### src/rtl/instr_fetch_queue_if.sv
// Fetch-queue bus bundle: the instruction-memory request/response channel,
// the IF/ID head handshake, and the redirect input from execute.
//   master : the fetch queue (drives o_*, samples i_*)
//   slave  : the environment (memory, decode, execute)
interface instr_fetch_queue_if;
  logic        o_imem_req_valid;
  logic [31:0] o_imem_addr;
  logic        i_imem_req_ready;
  logic        i_imem_resp_valid;
  logic [31:0] i_imem_resp_data;
  logic        o_if_valid;
  logic [31:0] o_if_pc;
  logic [31:0] o_if_instr;
  logic        i_id_ready;
  logic        i_redirect;
  logic [31:0] i_redirect_addr;
  logic        o_fetch_misalign;

  modport master (
    output o_imem_req_valid, o_imem_addr, o_if_valid, o_if_pc, o_if_instr, o_fetch_misalign,
    input  i_imem_req_ready, i_imem_resp_valid, i_imem_resp_data, i_id_ready,
           i_redirect, i_redirect_addr
  );
  modport slave (
    input  o_imem_req_valid, o_imem_addr, o_if_valid, o_if_pc, o_if_instr, o_fetch_misalign,
    output i_imem_req_ready, i_imem_resp_valid, i_imem_resp_data, i_id_ready,
           i_redirect, i_redirect_addr
  );
endinterface

### src/rtl/instr_fetch_queue.sv
// Instruction fetch queue.
// Issues sequential word fetches, tracks in-flight requests, and buffers the
// in-order responses in a DEPTH-entry queue that feeds the IF/ID register.
// A redirect flushes the queue and drops every response still in flight.
// Ports:
//   clk, rst : clock, synchronous active-high reset
//   bus      : instr_fetch_queue_if.master (imem req/resp, IF head, redirect)
// Optional feature: define FETCH_TRAP_EN to trap misaligned redirects
// (o_fetch_misalign pulse, HALT until an aligned redirect).
module instr_fetch_queue #(
  parameter logic [31:0] RESET_PC = 32'h0000_0000,
  parameter int          DEPTH    = 4
) (
  input logic               clk,
  input logic               rst,
  instr_fetch_queue_if.master bus
);
  localparam int AW = (DEPTH > 1) ? $clog2(DEPTH) : 1;
  localparam int CW = AW + 1;

  typedef enum logic [1:0] {IDLE = 2'd0, FETCH = 2'd1, HALT = 2'd2} state_e;

  state_e        state_q, state_d;
  logic [31:0]   fetch_pc_q, fetch_pc_d;
  logic [CW-1:0] out_q, out_d, drop_q, drop_d, cnt_q, cnt_d;
  logic [AW-1:0] qwr_q, qwr_d, qrd_q, qrd_d;   // entry queue pointers
  logic [AW-1:0] pwr_q, pwr_d, prd_q, prd_d;   // in-flight PC FIFO pointers
  logic [31:0]   q_pc_q    [DEPTH];
  logic [31:0]   q_instr_q [DEPTH];
  logic [31:0]   pc_fifo_q [DEPTH];

  logic        redir_ok, redir_bad, req_valid, xfer, push, pop, if_valid;
  logic [CW:0] inflight;

`ifdef FETCH_TRAP_EN
  logic misalign_q;
  assign redir_ok = (bus.i_redirect_addr[1:0] == 2'b00);
  always_ff @(posedge clk) begin
    if (rst) misalign_q <= 1'b0;
    else     misalign_q <= bus.i_redirect & ~redir_ok;
  end
  assign bus.o_fetch_misalign = misalign_q;
`else
  // Low address bits are forced to zero, so they never reach any logic.
  logic unused_addr_lo;
  assign unused_addr_lo       = ^bus.i_redirect_addr[1:0];
  assign redir_ok             = 1'b1;
  assign bus.o_fetch_misalign = 1'b0;
`endif
  assign redir_bad = bus.i_redirect & ~redir_ok;

  // Every outstanding request already owns a queue slot, so an accepted
  // response can always be written without a full check.
  assign inflight  = {1'b0, cnt_q} + {1'b0, out_q};
  assign req_valid = (state_q == FETCH) && !bus.i_redirect && (inflight < (CW+1)'(DEPTH));
  assign xfer      = req_valid && bus.i_imem_req_ready;
  assign push      = bus.i_imem_resp_valid && (drop_q == '0) && !bus.i_redirect;
  assign if_valid  = (cnt_q != '0);
  assign pop       = if_valid && bus.i_id_ready && !bus.i_redirect;

  assign bus.o_imem_req_valid = req_valid;
  assign bus.o_imem_addr      = fetch_pc_q;
  assign bus.o_if_valid       = if_valid;
  assign bus.o_if_pc          = if_valid ? q_pc_q[qrd_q]    : 32'h0;
  assign bus.o_if_instr       = if_valid ? q_instr_q[qrd_q] : 32'h0;

  always_comb begin
    state_d    = state_q;
    fetch_pc_d = fetch_pc_q;
    out_d      = out_q;
    drop_d     = drop_q;
    cnt_d      = cnt_q;
    qwr_d      = qwr_q;
    qrd_d      = qrd_q;
    pwr_d      = pwr_q;
    prd_d      = prd_q;

    case (state_q)
      IDLE:    state_d = FETCH;
      FETCH:   if (redir_bad) state_d = HALT;
      HALT:    if (bus.i_redirect && redir_ok) state_d = FETCH;
      default: state_d = IDLE;
    endcase

    // Any response retires one outstanding request, accepted or dropped.
    if (xfer && !bus.i_imem_resp_valid)      out_d = out_q + CW'(1);
    else if (!xfer && bus.i_imem_resp_valid) out_d = out_q - CW'(1);

    if (bus.i_redirect) begin
      // No transfer can happen this cycle, so the PC FIFO is simply emptied;
      // the response arriving now is already retired and not counted as drop.
      fetch_pc_d = {bus.i_redirect_addr[31:2], 2'b00};
      drop_d     = out_q - CW'(bus.i_imem_resp_valid);
      cnt_d      = '0;
      qrd_d      = qwr_q;
      prd_d      = pwr_q;
    end else begin
      if (xfer) begin
        fetch_pc_d = fetch_pc_q + 32'd4;
        pwr_d      = pwr_q + AW'(1);
      end
      if (bus.i_imem_resp_valid && (drop_q != '0)) drop_d = drop_q - CW'(1);
      if (push) begin
        qwr_d = qwr_q + AW'(1);
        prd_d = prd_q + AW'(1);
      end
      if (pop) qrd_d = qrd_q + AW'(1);
      if (push && !pop)      cnt_d = cnt_q + CW'(1);
      else if (!push && pop) cnt_d = cnt_q - CW'(1);
    end
  end

  always_ff @(posedge clk) begin
    if (rst) begin
      state_q    <= IDLE;
      fetch_pc_q <= RESET_PC;
      out_q      <= '0;
      drop_q     <= '0;
      cnt_q      <= '0;
      qwr_q      <= '0;
      qrd_q      <= '0;
      pwr_q      <= '0;
      prd_q      <= '0;
    end else begin
      state_q    <= state_d;
      fetch_pc_q <= fetch_pc_d;
      out_q      <= out_d;
      drop_q     <= drop_d;
      cnt_q      <= cnt_d;
      qwr_q      <= qwr_d;
      qrd_q      <= qrd_d;
      pwr_q      <= pwr_d;
      prd_q      <= prd_d;
    end
  end

  // Storage only; validity is carried by the pointers and counts above.
  always_ff @(posedge clk) begin
    if (xfer) pc_fifo_q[pwr_q] <= fetch_pc_q;
    if (push) begin
      q_pc_q[qwr_q]    <= pc_fifo_q[prd_q];
      q_instr_q[qwr_q] <= bus.i_imem_resp_data;
    end
  end
endmodule

### src/flat_wrapper.sv
// flat-port wrapper written by rule: the top's interface ports become plain ports
module instr_fetch_queue_flat 
#(
  parameter logic [31:0] RESET_PC = 32'h0000_0000,
  parameter int          DEPTH    = 4
)
  (clk, rst, bus_o_imem_req_valid, bus_o_imem_addr, bus_o_if_valid, bus_o_if_pc, bus_o_if_instr, bus_o_fetch_misalign, bus_i_imem_req_ready, bus_i_imem_resp_valid, bus_i_imem_resp_data, bus_i_id_ready, bus_i_redirect, bus_i_redirect_addr);
  instr_fetch_queue_if bus_i ();
  input logic clk;
  input logic rst;
  output wire logic [$bits(bus_i.o_imem_req_valid)-1:0] bus_o_imem_req_valid;
  output wire logic [$bits(bus_i.o_imem_addr)-1:0] bus_o_imem_addr;
  output wire logic [$bits(bus_i.o_if_valid)-1:0] bus_o_if_valid;
  output wire logic [$bits(bus_i.o_if_pc)-1:0] bus_o_if_pc;
  output wire logic [$bits(bus_i.o_if_instr)-1:0] bus_o_if_instr;
  output wire logic [$bits(bus_i.o_fetch_misalign)-1:0] bus_o_fetch_misalign;
  input wire logic [$bits(bus_i.i_imem_req_ready)-1:0] bus_i_imem_req_ready;
  input wire logic [$bits(bus_i.i_imem_resp_valid)-1:0] bus_i_imem_resp_valid;
  input wire logic [$bits(bus_i.i_imem_resp_data)-1:0] bus_i_imem_resp_data;
  input wire logic [$bits(bus_i.i_id_ready)-1:0] bus_i_id_ready;
  input wire logic [$bits(bus_i.i_redirect)-1:0] bus_i_redirect;
  input wire logic [$bits(bus_i.i_redirect_addr)-1:0] bus_i_redirect_addr;
  assign bus_o_imem_req_valid = bus_i.o_imem_req_valid;
  assign bus_o_imem_addr = bus_i.o_imem_addr;
  assign bus_o_if_valid = bus_i.o_if_valid;
  assign bus_o_if_pc = bus_i.o_if_pc;
  assign bus_o_if_instr = bus_i.o_if_instr;
  assign bus_o_fetch_misalign = bus_i.o_fetch_misalign;
  assign bus_i.i_imem_req_ready = bus_i_imem_req_ready;
  assign bus_i.i_imem_resp_valid = bus_i_imem_resp_valid;
  assign bus_i.i_imem_resp_data = bus_i_imem_resp_data;
  assign bus_i.i_id_ready = bus_i_id_ready;
  assign bus_i.i_redirect = bus_i_redirect;
  assign bus_i.i_redirect_addr = bus_i_redirect_addr;
  instr_fetch_queue #(.RESET_PC(RESET_PC), .DEPTH(DEPTH)) u_core (.clk(clk), .rst(rst), .bus(bus_i));
endmodule
### config.mk
export PLATFORM = sky130hd
export DESIGN_NAME = instr_fetch_queue_flat
export DESIGN_NICKNAME = d
export VERILOG_FILES = /design/src/rtl/instr_fetch_queue_if.sv /design/src/rtl/instr_fetch_queue.sv /design/src/flat_wrapper.sv
export SDC_FILE = /design/constraint.sdc
export NUM_CORES = 1
export LEC_CHECK = 0
export BUFFER_PORTS_ARGS = -buffer_cell sky130_fd_sc_hd__buf_2
export CORE_ASPECT_RATIO = 1.2
export CORE_UTILIZATION = 25
export DETAILED_ROUTE_END_ITERATION = 10
export PLACE_DENSITY_LB_ADDON = 0.08
export SETUP_SLACK_MARGIN = 0.15
export SLEW_MARGIN = 40
export SYNTH_ARGS = -nofsm -noshare
export SYNTH_HDL_FRONTEND = slang
export SYNTH_SLANG_ARGS = --single-unit
### constraint.sdc
create_clock -name clk -period 7.3 [get_ports clk]
set_clock_uncertainty 0.15 [all_clocks]
set_input_delay 1.095 -clock clk [delete_from_list [all_inputs] [get_ports clk]]
set_output_delay 1.095 -clock clk [all_outputs]
set_load 0.005 [all_outputs]
Yosys cells after proc, flatten, opt, wreduce, memory -nomap -nowiden --
Memory sizes are Yosys's and may differ from the RTL's. A register that Yosys moved wholly into a read port is not among the register bits. Cells that the tools add are included.
Operators by class: bitwise operators 2, eq/ne operators 3, $lt $le $gt $ge 1, add/sub/neg operators 12, reduce and logical (&&, ||, !) cells 31, multiplexer cells 26
Operator list (number):
- 2-to-1 mux 32 bit | 4
- adder 32 x 3 -> 32 bit (second input constant) | 1
- 2-to-1 mux 2 bit | 11
- 2-to-1 mux 3 bit | 6
- logical AND 1 bit | 12
- nonzero test 2 bit | 6
- subtractor 3 x 1 -> 3 bit (second input constant) | 3
- adder 2 x 1 -> 2 bit (second input constant) | 4
- adder 3 x 1 -> 3 bit (second input constant) | 2
- case mux 2 bit (3 select lines) | 1
- AND reduction 2 bit | 3
- nonzero test 3 bit | 2
- zero test 1 bit | 5
- adder 3 x 3 -> 4 bit | 1
- < comparator 4 x 3 -> 1 bit (second input constant) | 1
- 2-to-1 mux 1 bit | 4
- zero test 3 bit | 1
- subtractor 3 x 1 -> 3 bit | 1
- equality test 2 x 1 -> 1 bit (second input constant) | 1
- equality test 2 bit (second input constant) | 1
- zero test 2 bit | 1
- != test 2 bit (second input constant) | 1
- inverter 1 bit | 2
- OR reduction 2 bit | 1
Word-level totals: memories kept 3, output and inout bits 99, bits in writable memories 384, input bits 70, bits in registers 51, word-level logic and storage cells 88
Memories:
- u_core.pc_fifo_q | words 4, bits a word 32, rd ports 1, clocked after Yosys merged registers in 1, write ports 1, RTL line instr_fetch_queue.sv:30 | logic [31:0] pc_fifo_q [DEPTH];
- u_core.q_instr_q | words 4, bits a word 32, rd ports 1, clocked after Yosys merged registers in 1, write ports 1, RTL line instr_fetch_queue.sv:29 | logic [31:0] q_instr_q [DEPTH];
- u_core.q_pc_q | words 4, bits a word 32, rd ports 1, clocked after Yosys merged registers in 1, write ports 1, RTL line instr_fetch_queue.sv:28 | logic [31:0] q_pc_q [DEPTH];

Logic depth before layout (Yosys ltp) --
Gate-level depths: netlist (run 1).
depth after elaboration 8, gate-level depth with buffers 12, gate-level depth less buffers 11

Least setup slack after synthesis (run 1) --
No wires, ideal clock.
path type input port to flip-flop, start input bus_i_redirect, end memory u_core.q_instr_q[0][0], enable pin, cell stages on the path 3, setup time 0.426 ns, buffers on the path 1, path slack 3.620 ns, data arrival time 3.103 ns, data required time 6.724 ns, path through clkbuf_1 nor2_1 and2_1
Between the ends: longest elaborated chain between the ends 4
Ends and longest elaborated chain:
- from (decl) | RTL line flat_wrapper.sv:21 | input wire logic [$bits(bus_i.i_redirect)-1:0] bus_i_redirect;
- zero test 1 bit | RTL line instr_fetch_queue.sv:57 | assign push = bus.i_imem_resp_valid && (drop_q == '0) && !bus.i_redirect;
- logical AND 1 bit | RTL line instr_fetch_queue.sv:57
- 2-to-1 mux 1 bit | RTL line instr_fetch_queue.sv:140 | if (push) begin
- 2-to-1 mux 1 bit (implied by the code) | RTL line instr_fetch_queue.sv:142 | q_instr_q[qwr_q] <= bus.i_imem_resp_data;
- to (decl) | RTL line instr_fetch_queue.sv:29
No other way between the ends.

==> results of run 1 <==
[worst max-delay path: cells and delay by family (launching register included)]
family / cells / cell delay (ps)
buffers and inverters: 2 / 640
muxes: 1 / 610
and+or+nand+nor: 1 / 170
DFF: 1 / 790
[through the flow]
step                      total power, W  instances  setup slack [ps]  util, %  hold slack [ps]
after detailed placement         0.00322       1880              3060     27.9              345
after global routing             0.00581       1970              2910     30.4              392
final                            0.00558       1970              3170     30.4              350
after global placement           0.00322       1880              3020     27.9              345
after floorplan                  0.00303        917              3620        -              319
after CTS                        0.00569       1970              2760     30.4              354
[power by group]
| part | internal (W) | total (W) | switching, W | leakage, nW |
|---|---|---|---|---|
| Sequential | 0.00269 | 0.00275 | 0.0000616 | 3.78 |
| Combinational | 0.000184 | 0.000401 | 0.000217 | 2.16 |
| Clock | 0.00146 | 0.00243 | 0.000966 | 0.771 |
[state kept, by name (all words and copies together) (netlist names), named ones only]
name                    cells
u_core.bus.o_imem_addr     30
u_core.cnt_q                3
u_core.drop_q               3
u_core.out_q                3
u_core.pc_fifo_q          120
u_core.prd_q                2
u_core.pwr_q                2
u_core.q_instr_q          128
u_core.q_pc_q             120
u_core.qrd_q                2
u_core.qwr_q                2
u_core.state_q              1
[worst max path at each step]
stage | startpoint | end | slack [ps] | cells after the start
3_5_place_dp | bus_i_redirect | u_core.out_q[2] | 3060 | 11
3_3_place_gp | bus_i_redirect | u_core.out_q[2] | 3020 | 11
2_1_floorplan | bus_i_redirect | u_core.q_instr_q[0][0] | 3620 | 3
4_1_cts | flip-flop | bus_o_if_pc[11] | 2760 | 4
5_1_grt | flip-flop | bus_o_if_pc[11] | 2910 | 4
6_report | flip-flop | bus_o_if_pc[12] | 3170 | 4
[kinds of logic after synthesis]
kind of cell	after synthesis	share of synthesized area (%)
flops	420	72.9
fa+ha+maj	19	1.52
other cells	1	0.0226
xor+xnor	16	0.845
simple gates	205	6.90
mux	96	12.8
compound gates	84	3.18
buf+inv	72	1.85
[cells in the mapped netlist, types with 7 or more instances]
master and n:
edfxtp_1 368, mux4_2 92, and2_1 71, dfxtp_1 52
nand2_1 33, clkbuf_1 32, nor2_1 29, a21oi_1 22
a31oi_1 19, inv_1 18, ha_1 17, nand4_1 16
o21ai_0 16, buf_2 14, nand3_1 12, or3_1 11
a211oi_1 9, nor3_1 9, xnor2_1 9, xor2_1 7
[routing by layer]
| metal | GRT usage, % | vias to the layer above | routed length [µm] |
|---|---|---|---|
| li1 | - | 3976 | - |
| met3 | 2.84 | 55 | 2090 |
| met2 | 21.2 | 218 | 20500 |
| met1 | 15.3 | 4514 | 17800 |
| met5 | 0 | - | 0 |
| met4 | 3.87 | 0 | 912 |
[area by class of cell]
type | instances | area [µm²] | share of cell area (%)
Clock buffer | 68 | 1350 | 6.75
Clock inverter | 22 | 239 | 1.20
Inverter | 19 | 71.3 | 0.357
Multi-Input combinational cell | 425 | 4220 | 21.1
Sequential cell | 420 | 12100 | 60.6
Tap cell | 840 | 1050 | 5.27
Timing Repair Buffer | 176 | 928 | 4.65
==> results.sh, run 1 <==
export IMPL_placementRows=103
export IMPL_vias=8763
export IMPL_fin_tns_setup_ps=0
export IMPL_drc=0
export IMPL_async_reset_ff_share_pct=0
export IMPL_yosys_area_top_type="edfxtp_1"
export IMPL_synth_cells=913
export IMPL_fmax_ghz=0.242
export IMPL_place_congestion=0.707
export IMPL_cts_root_buf="clkbuf_16"
export IMPL_period_needed_ps=4130
export IMPL_rsz0062_at_grt="false"
export IMPL_ys_ff_latch=420
export IMPL_grt_pass1_wl_mm=61.8
export IMPL_first_pass_iters=4
export IMPL_synth_seq_area_share_pct=72.9
export IMPL_drt_iter0_drc=429
export IMPL_routed_wl_mm=41.3
export IMPL_cts_hold_buf=0
export IMPL_grt_overflow=0
export IMPL_place_area_um2=18400
export IMPL_cts_made_buffers=48
export IMPL_clk_insertion_delay_late_ps=590
export IMPL_cp_data_required_time_ps=6050
export IMPL_grt_pass1_vias=9456
export IMPL_cts_tree="done"
export IMPL_area_growth_pct=20.3
export IMPL_max_slew_margin_pct=44.0
export IMPL_crit_arrival_ps=2880
export IMPL_cts_sinks=420
export IMPL_power_leakage_nw=6.71
export IMPL_syn_area_per_cell_um2=18.2
export IMPL_ant_nets=0
export IMPL_postCtsSetupRepairBufs=0
export IMPL_setup_worst_path_end_class="primary output"
export IMPL_peakVddDrop_v=0.000174
export IMPL_htree_levels=2
export IMPL_dieWidth_um=237
export IMPL_hold_end="u_core.pwr_q[1]"
export IMPL_die_area_um2=67400
export IMPL_grt_max_degree=67
export IMPL_synth_top_area_share_pct=66.6
export IMPL_syn_area_um2=16600
export IMPL_ys_warn_count=0
export IMPL_min_path_cells=2
export IMPL_finalSetupViolations=0
export IMPL_final_area_um2=20000
export IMPL_final_common_cell="edfxtp_1"
export IMPL_antenna_found_initial=0
export IMPL_wl_per_cell_um=21.0
export IMPL_hpwl_mm=25.0
export IMPL_initial_utilization_pct=25.2
export IMPL_cp_max_fo=33
export IMPL_synth_edf_count=368
export IMPL_drive_gt1_share_pct=31.7
export IMPL_crit_type="flip-flop to primary output"
export IMPL_status="finished clean"
export IMPL_synthDistinctLibCells=52
export IMPL_clock_path_buffers=3
export IMPL_synth_top_flop_cell="edfxtp_1"
export IMPL_io_pins=169
export IMPL_holdCritPathClass="flip-flop to flip-flop"
export IMPL_fillers=6593
export IMPL_hold_viol=0
export IMPL_power_density_nw_per_um2=280
export IMPL_die_h_um=284
export IMPL_num_nets_final=1179
export IMPL_tightest_slew_ps=839
export IMPL_r2r_slack_ps=3850
export IMPL_min_from="u_core.pwr_q[1]"
export IMPL_fin_crit_sh_pct=56.5
export IMPL_startpoint_type="flip-flop"
export IMPL_crit_path_max_incr_delay_ps=790
export IMPL_ff2ff_path_depth=11
export IMPL_timing_rr_start="u_core.out_q[2]"
export IMPL_path_cells="buf_6 > mux4_2 > and2_1 > buf_2"
export IMPL_synth_area_top_cells="edfxtp_1, mux4_2, dfxtp_1"
export IMPL_diodes=0
export IMPL_path_clk_slew_ps=60
export IMPL_crit_slowest_cell="dfxtp_4"
export IMPL_mostFrequentLayoutCells="edfxtp_1, buf_2, mux4_2"
export IMPL_post_cts_resize_count=0
export IMPL_grt_use_total_pct=12.3
export IMPL_r2r_end="u_core.out_q[2]"
export IMPL_io_buffers=161
export IMPL_via_per_inst=4.45
export IMPL_core_um2=65700
export IMPL_drv_slew=0
export IMPL_drv_cap=0
Note: power is estimated with default switching activity, not from simulation.
==> run 2, diff against run 1 <==
- clock period: 7.3 -> 3.45 ns (I/O delays scaled with it)
==> run 2 against run 1 <==
  * Cell area rose by 2.4%
  * Non-clock buffer count rose by 52
  * Sequential share of layout area shrank 1.4 points
==> results.sh, run 2 (same netlist as run 1, synthesis figures left out) <==
export IMPL_status="finished clean"
export IMPL_drive_gt1_share_pct=31.2
export IMPL_diodes=0
export IMPL_min_path_cells=3
export IMPL_seq_area_um2=12100
export IMPL_fmax_ghz=0.339
export IMPL_max_slew_margin_pct=49.1
export IMPL_crit_arrival_ps=2290
export IMPL_path_cells="or3_2 > buf_4 > and2_1 > buf_2"
export IMPL_mostFrequentLayoutCells="edfxtp_1, buf_2, mux4_2"
export IMPL_dieWidth_um=237
export IMPL_die_area_um2=67400
export IMPL_clk_insertion_delay_late_ps=570
export IMPL_placementRows=103
export IMPL_final_setup_worst_slack_ps=497
export IMPL_multiInputGateArea_um2=4220
export IMPL_worst_path_buf_inv=2
export IMPL_holdCritPathClass="input port to flip-flop"
export IMPL_cts_made_buffers=48
export IMPL_grt_overflow=0
export IMPL_finalSetupViolations=0
export IMPL_largest_register="u_core.q_instr_q"
export IMPL_fin_crit_sh_pct=85.6
export IMPL_core_um2=65700
export IMPL_peakVddDrop_v=0.000313
export IMPL_grt_use_total_pct=12.4
export IMPL_setup_worst_path_end_class="primary output"
export IMPL_cp_data_required_time_ps=2780
export IMPL_io_buffers=161
export IMPL_vias=8890
export IMPL_power_density_nw_per_um2=560
export IMPL_grt_pass1_vias=9520
export IMPL_via_per_inst=4.41
export IMPL_path_depth=4
export IMPL_num_nets_final=1231
export IMPL_cts_sinks=420
export IMPL_area_growth_pct=23.3
export IMPL_grt_pass1_wl_mm=62.2
export IMPL_largest_reg_flops=128
export IMPL_cp_top_family="simple AND/OR/NAND/NOR gates"
export IMPL_final_common_cell="edfxtp_1"
export IMPL_hold_viol=0
export IMPL_drt_iter0_drc=541
export IMPL_power_leakage_nw=6.89
export IMPL_ant_nets=0
export IMPL_path_clk_slew_ps=60
export IMPL_drv_slew=0
export IMPL_period_needed_ps=2950
export IMPL_fin_cells=2015
export IMPL_drv_cap=0
export IMPL_final_area_um2=20400
export IMPL_clock_path_buffers=3
export IMPL_die_h_um=284
export IMPL_startpoint_type="flip-flop"
export IMPL_fillers=6498
export IMPL_tightest_slew_ps=763
export IMPL_place_congestion=0.713
export IMPL_grt_max_degree=57
export IMPL_cp_max_fo=29
export IMPL_first_pass_iters=4
export IMPL_ff2ff_path_depth=10
export IMPL_initial_utilization_pct=25.2
export IMPL_hpwl_mm=25.8
export IMPL_crit_type="flip-flop to primary output"
export IMPL_post_place_cells=1899
export IMPL_routed_wl_mm=41.5
export IMPL_drc=0
export IMPL_rsz0062_at_grt="false"
export IMPL_wl_per_cell_um=20.6
export IMPL_fin_tns_setup_ps=0
export IMPL_io_pins=169
export IMPL_cts_root_buf="clkbuf_16"
export IMPL_crit_slowest_cell="or3_2"
export IMPL_crit_path_max_incr_delay_ps=660
export IMPL_antenna_found_initial=0
export IMPL_cts_tree="done"
export IMPL_place_area_um2=18700
export IMPL_top_regs="u_core.q_instr_q: 128 flops, u_core.pc_fifo_q: 120 flops, u_core.q_pc_q: 120 flops"
export IMPL_htree_levels=2
export IMPL_pre_cts_ws_ps=784
==> run 2: cell types whose count changed in the layout (fill, tap and decap cells not counted), sizes merged, moves of 3 or more <==
cell / before / now
bufinv: 5 / 2
buf: 176 / 195
clkbuf: 68 / 58
clkinv: 13 / 18
clkinvlp: 2 / 5
dlygate4sd3: 0 / 33
==> run 2: worst min-delay path, stage by stage <==
cell and delay, ps:
buf_2 90, nand2_1 70, a21oi_2 50
==> run 2: power breakdown <==
part | total [W] | switching [W] | leakage, nW | internal, W
Sequential | 0.00579 | 0.000101 | 3.78 | 0.00569
Clock | 0.00473 | 0.00200 | 0.681 | 0.00272
Combinational | 0.000936 | 0.000495 | 2.43 | 0.000441
Total | 0.0115 | 0.00260 | 6.89 | 0.00886
==> run 2: through the flow <==
stage	hold WS [ps]	total power, W	utilization, %
2_1_floorplan	319	0.00642	-
3_3_place_gp	351	0.00685	28.4
3_5_place_dp	355	0.00685	28.4
4_1_cts	1.61	0.0117	31.1
5_1_grt	24.6	0.0119	31.1
6_report	44.7	0.0115	31.1
==> run 2: layout make-up <==
class                      count  share of cell area [%]
sequential                   420                    59.2
multi-input combinational    425                    20.6
timing repair buffer         228                    7.68
clock buffer                  58                    6.16
tap                          840                    5.14
clock inverter                25                   0.851
inverter                      19                   0.349
==> run 2: final timing paths <==
check                         startpoint                         to  slack (ps)
setup reg to reg         u_core.cnt_q[2]            u_core.out_q[2]         780
setup / recovery         u_core.cnt_q[0]         bus_o_if_instr[23]         500
hold reg to reg          u_core.pwr_q[1]            u_core.pwr_q[1]         350
hold / removal    bus_i_redirect_addr[7]  u_core.bus.o_imem_addr[7]          40
==> run 2: routing by layer <==
metal / track usage [%] / wire, µm
met3: 2.77 / 1950
met4: 3.73 / 1000
met2: 21.6 / 20700
met1: 15.3 / 17800
met5: 0 / 0
==> run 2: what timing repair did <==
item,in CTS,in global routing
hold buffers,33,0
hold endpoints to repair,129,0
resized for setup,0,0
buffers inserted,0,0
==> run 3, diff against run 2 <==
- CORE_UTILIZATION: 25 -> 35
==> run 3 against run 2 <==
  * Critical path depth stayed put
  * Core utilization is 11 points higher
  * Total power is 1.6% higher
  * Flip-flop and latch count stayed put
  * Combinational power is 7.4% lower
  * Critical endpoint is now bus_o_if_pc[20]
  * Cell area is 2.5% lower
  * Worst setup slack better by 0.54 ps
==> results.sh, run 3 (same netlist as run 1, synthesis figures left out) <==
export IMPL_htree_levels=2
export IMPL_drt_iter0_drc=340
export IMPL_hpwl_mm=22.9
export IMPL_comb_power_share_pct=7.4
export IMPL_finalPower_w=0.0116
export IMPL_via_per_inst=4.93
export IMPL_fmax_ghz=0.339
export IMPL_path_cells="buf_12 > mux4_2 > and2_1 > buf_2"
export IMPL_io_buffers=161
export IMPL_placementRows=87
export IMPL_path_clk_slew_ps=60
export IMPL_die_area_um2=48300
export IMPL_setup_worst_path_end_class="primary output"
export IMPL_max_slew_margin_pct=53.0
export IMPL_place_congestion=0.783
export IMPL_busiest_layer="met2"
export IMPL_post_cts_resize_count=0
export IMPL_antenna_found_initial=0
export IMPL_vias=8707
export IMPL_wl_per_cell_um=20.8
export IMPL_crit_path_max_incr_delay_ps=580
export IMPL_status="finished clean"
export IMPL_largest_reg_flops=128
export IMPL_largest_register="u_core.q_instr_q"
export IMPL_top_regs="u_core.q_instr_q: 128 flops, u_core.pc_fifo_q: 120 flops, u_core.q_pc_q: 120 flops"
export IMPL_io_pins=169
export IMPL_first_pass_iters=5
export IMPL_power_leakage_nw=6.82
export IMPL_switching_share_pct=21.5
export IMPL_clk_insertion_delay_late_ps=550
export IMPL_cts_root_buf="clkbuf_16"
export IMPL_drv_cap=0
export IMPL_grt_overflow=0
export IMPL_switching_power_w=0.00250
export IMPL_cts_tree="done"
export IMPL_internal_power_w=0.00914
export IMPL_clock_path_buffers=3
export IMPL_crit_type="flip-flop to primary output"
export IMPL_cts_made_buffers=45
export IMPL_min_from="bus_i_imem_resp_data[5]"
export IMPL_use_met2_pct=26.2
export IMPL_final_common_cell="edfxtp_1"
export IMPL_min_path_cells=1
export IMPL_period_needed_ps=2950
export IMPL_grt_max_degree=66
export IMPL_timing_rr_start="u_core.cnt_q[2]"
export IMPL_mostFrequentLayoutCells="edfxtp_1, buf_2, mux4_2"
export IMPL_routed_wl_mm=36.7
export IMPL_holdCritPathClass="input port to flip-flop"
export IMPL_grt_pass1_vias=9204
export IMPL_core_um2=46900
export IMPL_ff2ff_path_depth=10
export IMPL_peakVddDrop_v=0.000329
export IMPL_r2r_slack_ps=620
export IMPL_crit_slowest_cell="mux4_2"
export IMPL_hold_end="u_core.q_instr_q[2][5]"
export IMPL_r2r_end="u_core.out_q[2]"
export IMPL_drv_slew=0
export IMPL_startpoint_type="flip-flop"
export IMPL_use_met1_pct=20.2
export IMPL_tightest_slew_ps=705
export IMPL_hold_slack_ps=32.8
export IMPL_cp_max_fo=28
export IMPL_drc=0
export IMPL_cp_data_required_time_ps=2780
export IMPL_area_growth_pct=20.2
export IMPL_fin_crit_sh_pct=85.6
export IMPL_cts_sinks=420
export IMPL_multiInputGateArea_um2=4220
export IMPL_die_h_um=240
export IMPL_rsz0062_at_grt="false"
export IMPL_power_density_nw_per_um2=584
export IMPL_initial_utilization_pct=35.3
export IMPL_fin_tns_setup_ps=0
export IMPL_ant_nets=0
export IMPL_grt_use_total_pct=15.5
export IMPL_clkPwrFrac_pct=42.7
export IMPL_dieWidth_um=201
export IMPL_fillers=4238
export IMPL_seq_area_um2=12100
export IMPL_drive_gt1_share_pct=33.0
export IMPL_grt_pass1_wl_mm=56.5
export IMPL_crit_arrival_ps=2280
export IMPL_gr_usage_met3_pct=2.93
export IMPL_p_seq_share_pct=49.8
export IMPL_num_nets_final=1197
export IMPL_finalSetupViolations=0
export IMPL_hold_viol=0
run 3: worst max-delay path, delay by kind of cell (launching register included):
family | cells | cell delay (ps)
muxes | 1 | 580
buffers and inverters | 2 | 410
DFF | 1 | 530
and+or+nand+nor | 1 | 180
run 3: power groups by stage:
stage	logic, W	registers [W]	clock network (W)
2_1_floorplan	0.000554	0.00586	0
3_3_place_gp	0.000892	0.00590	0
3_5_place_dp	0.000899	0.00591	0
4_1_cts	0.000901	0.00580	0.00513
5_1_grt	0.000969	0.00582	0.00531
6_report	0.000867	0.00580	0.00497
run 3: final cells by class:
| cell class | count | area share [%] |
|---|---|---|
| Antenna cell | 1 | 0.0126 |
| Clock buffer | 60 | 6.40 |
| Clock inverter | 20 | 1.31 |
| Inverter | 19 | 0.358 |
| Multi-Input combinational cell | 425 | 21.1 |
| Sequential cell | 420 | 60.7 |
| Tap cell | 623 | 3.91 |
| Timing Repair Buffer | 197 | 6.18 |
run 3: worst max-delay path by stage:
stage	from	endpoint	slack, ps	depth (start not counted)
6_report	flip-flop	bus_o_if_pc[20]	500	4
5_1_grt	flip-flop	bus_o_if_pc[20]	340	4
4_1_cts	flip-flop	bus_o_if_pc[20]	400	4
3_5_place_dp	u_core.cnt_q[2]	u_core.out_q[2]	620	10
3_3_place_gp	bus_i_redirect	u_core.bus.o_imem_addr[28]	530	8
2_1_floorplan	bus_i_redirect	u_core.q_instr_q[1][0]	350	3
run 3: per-stage QoR:
stage	util, %	worst slack, ps	cells	instance area [µm²]
3_3_place_gp	39.2	531	1683	18400
4_1_cts	42.5	398	1764	19900
5_1_grt	42.5	342	1764	19900
3_5_place_dp	39.2	615	1683	18400
6_report	42.5	498	1765	19900
2_1_floorplan	-	348	917	16600
run 3: what timing repair did:
item | CTS | global route
hold buffers | 1 | 0
setup buffers | 0 | 0
hold endpoints to repair | 4 | 0
run 3: per-layer routing:
| layer | routed length [µm] | up-vias |
|---|---|---|
| li1 | - | 4005 |
| met1 | 16300 | 4420 |
| met2 | 17900 | 223 |
| met3 | 1680 | 59 |
| met4 | 919 | 0 |
| met5 | 0 | - |
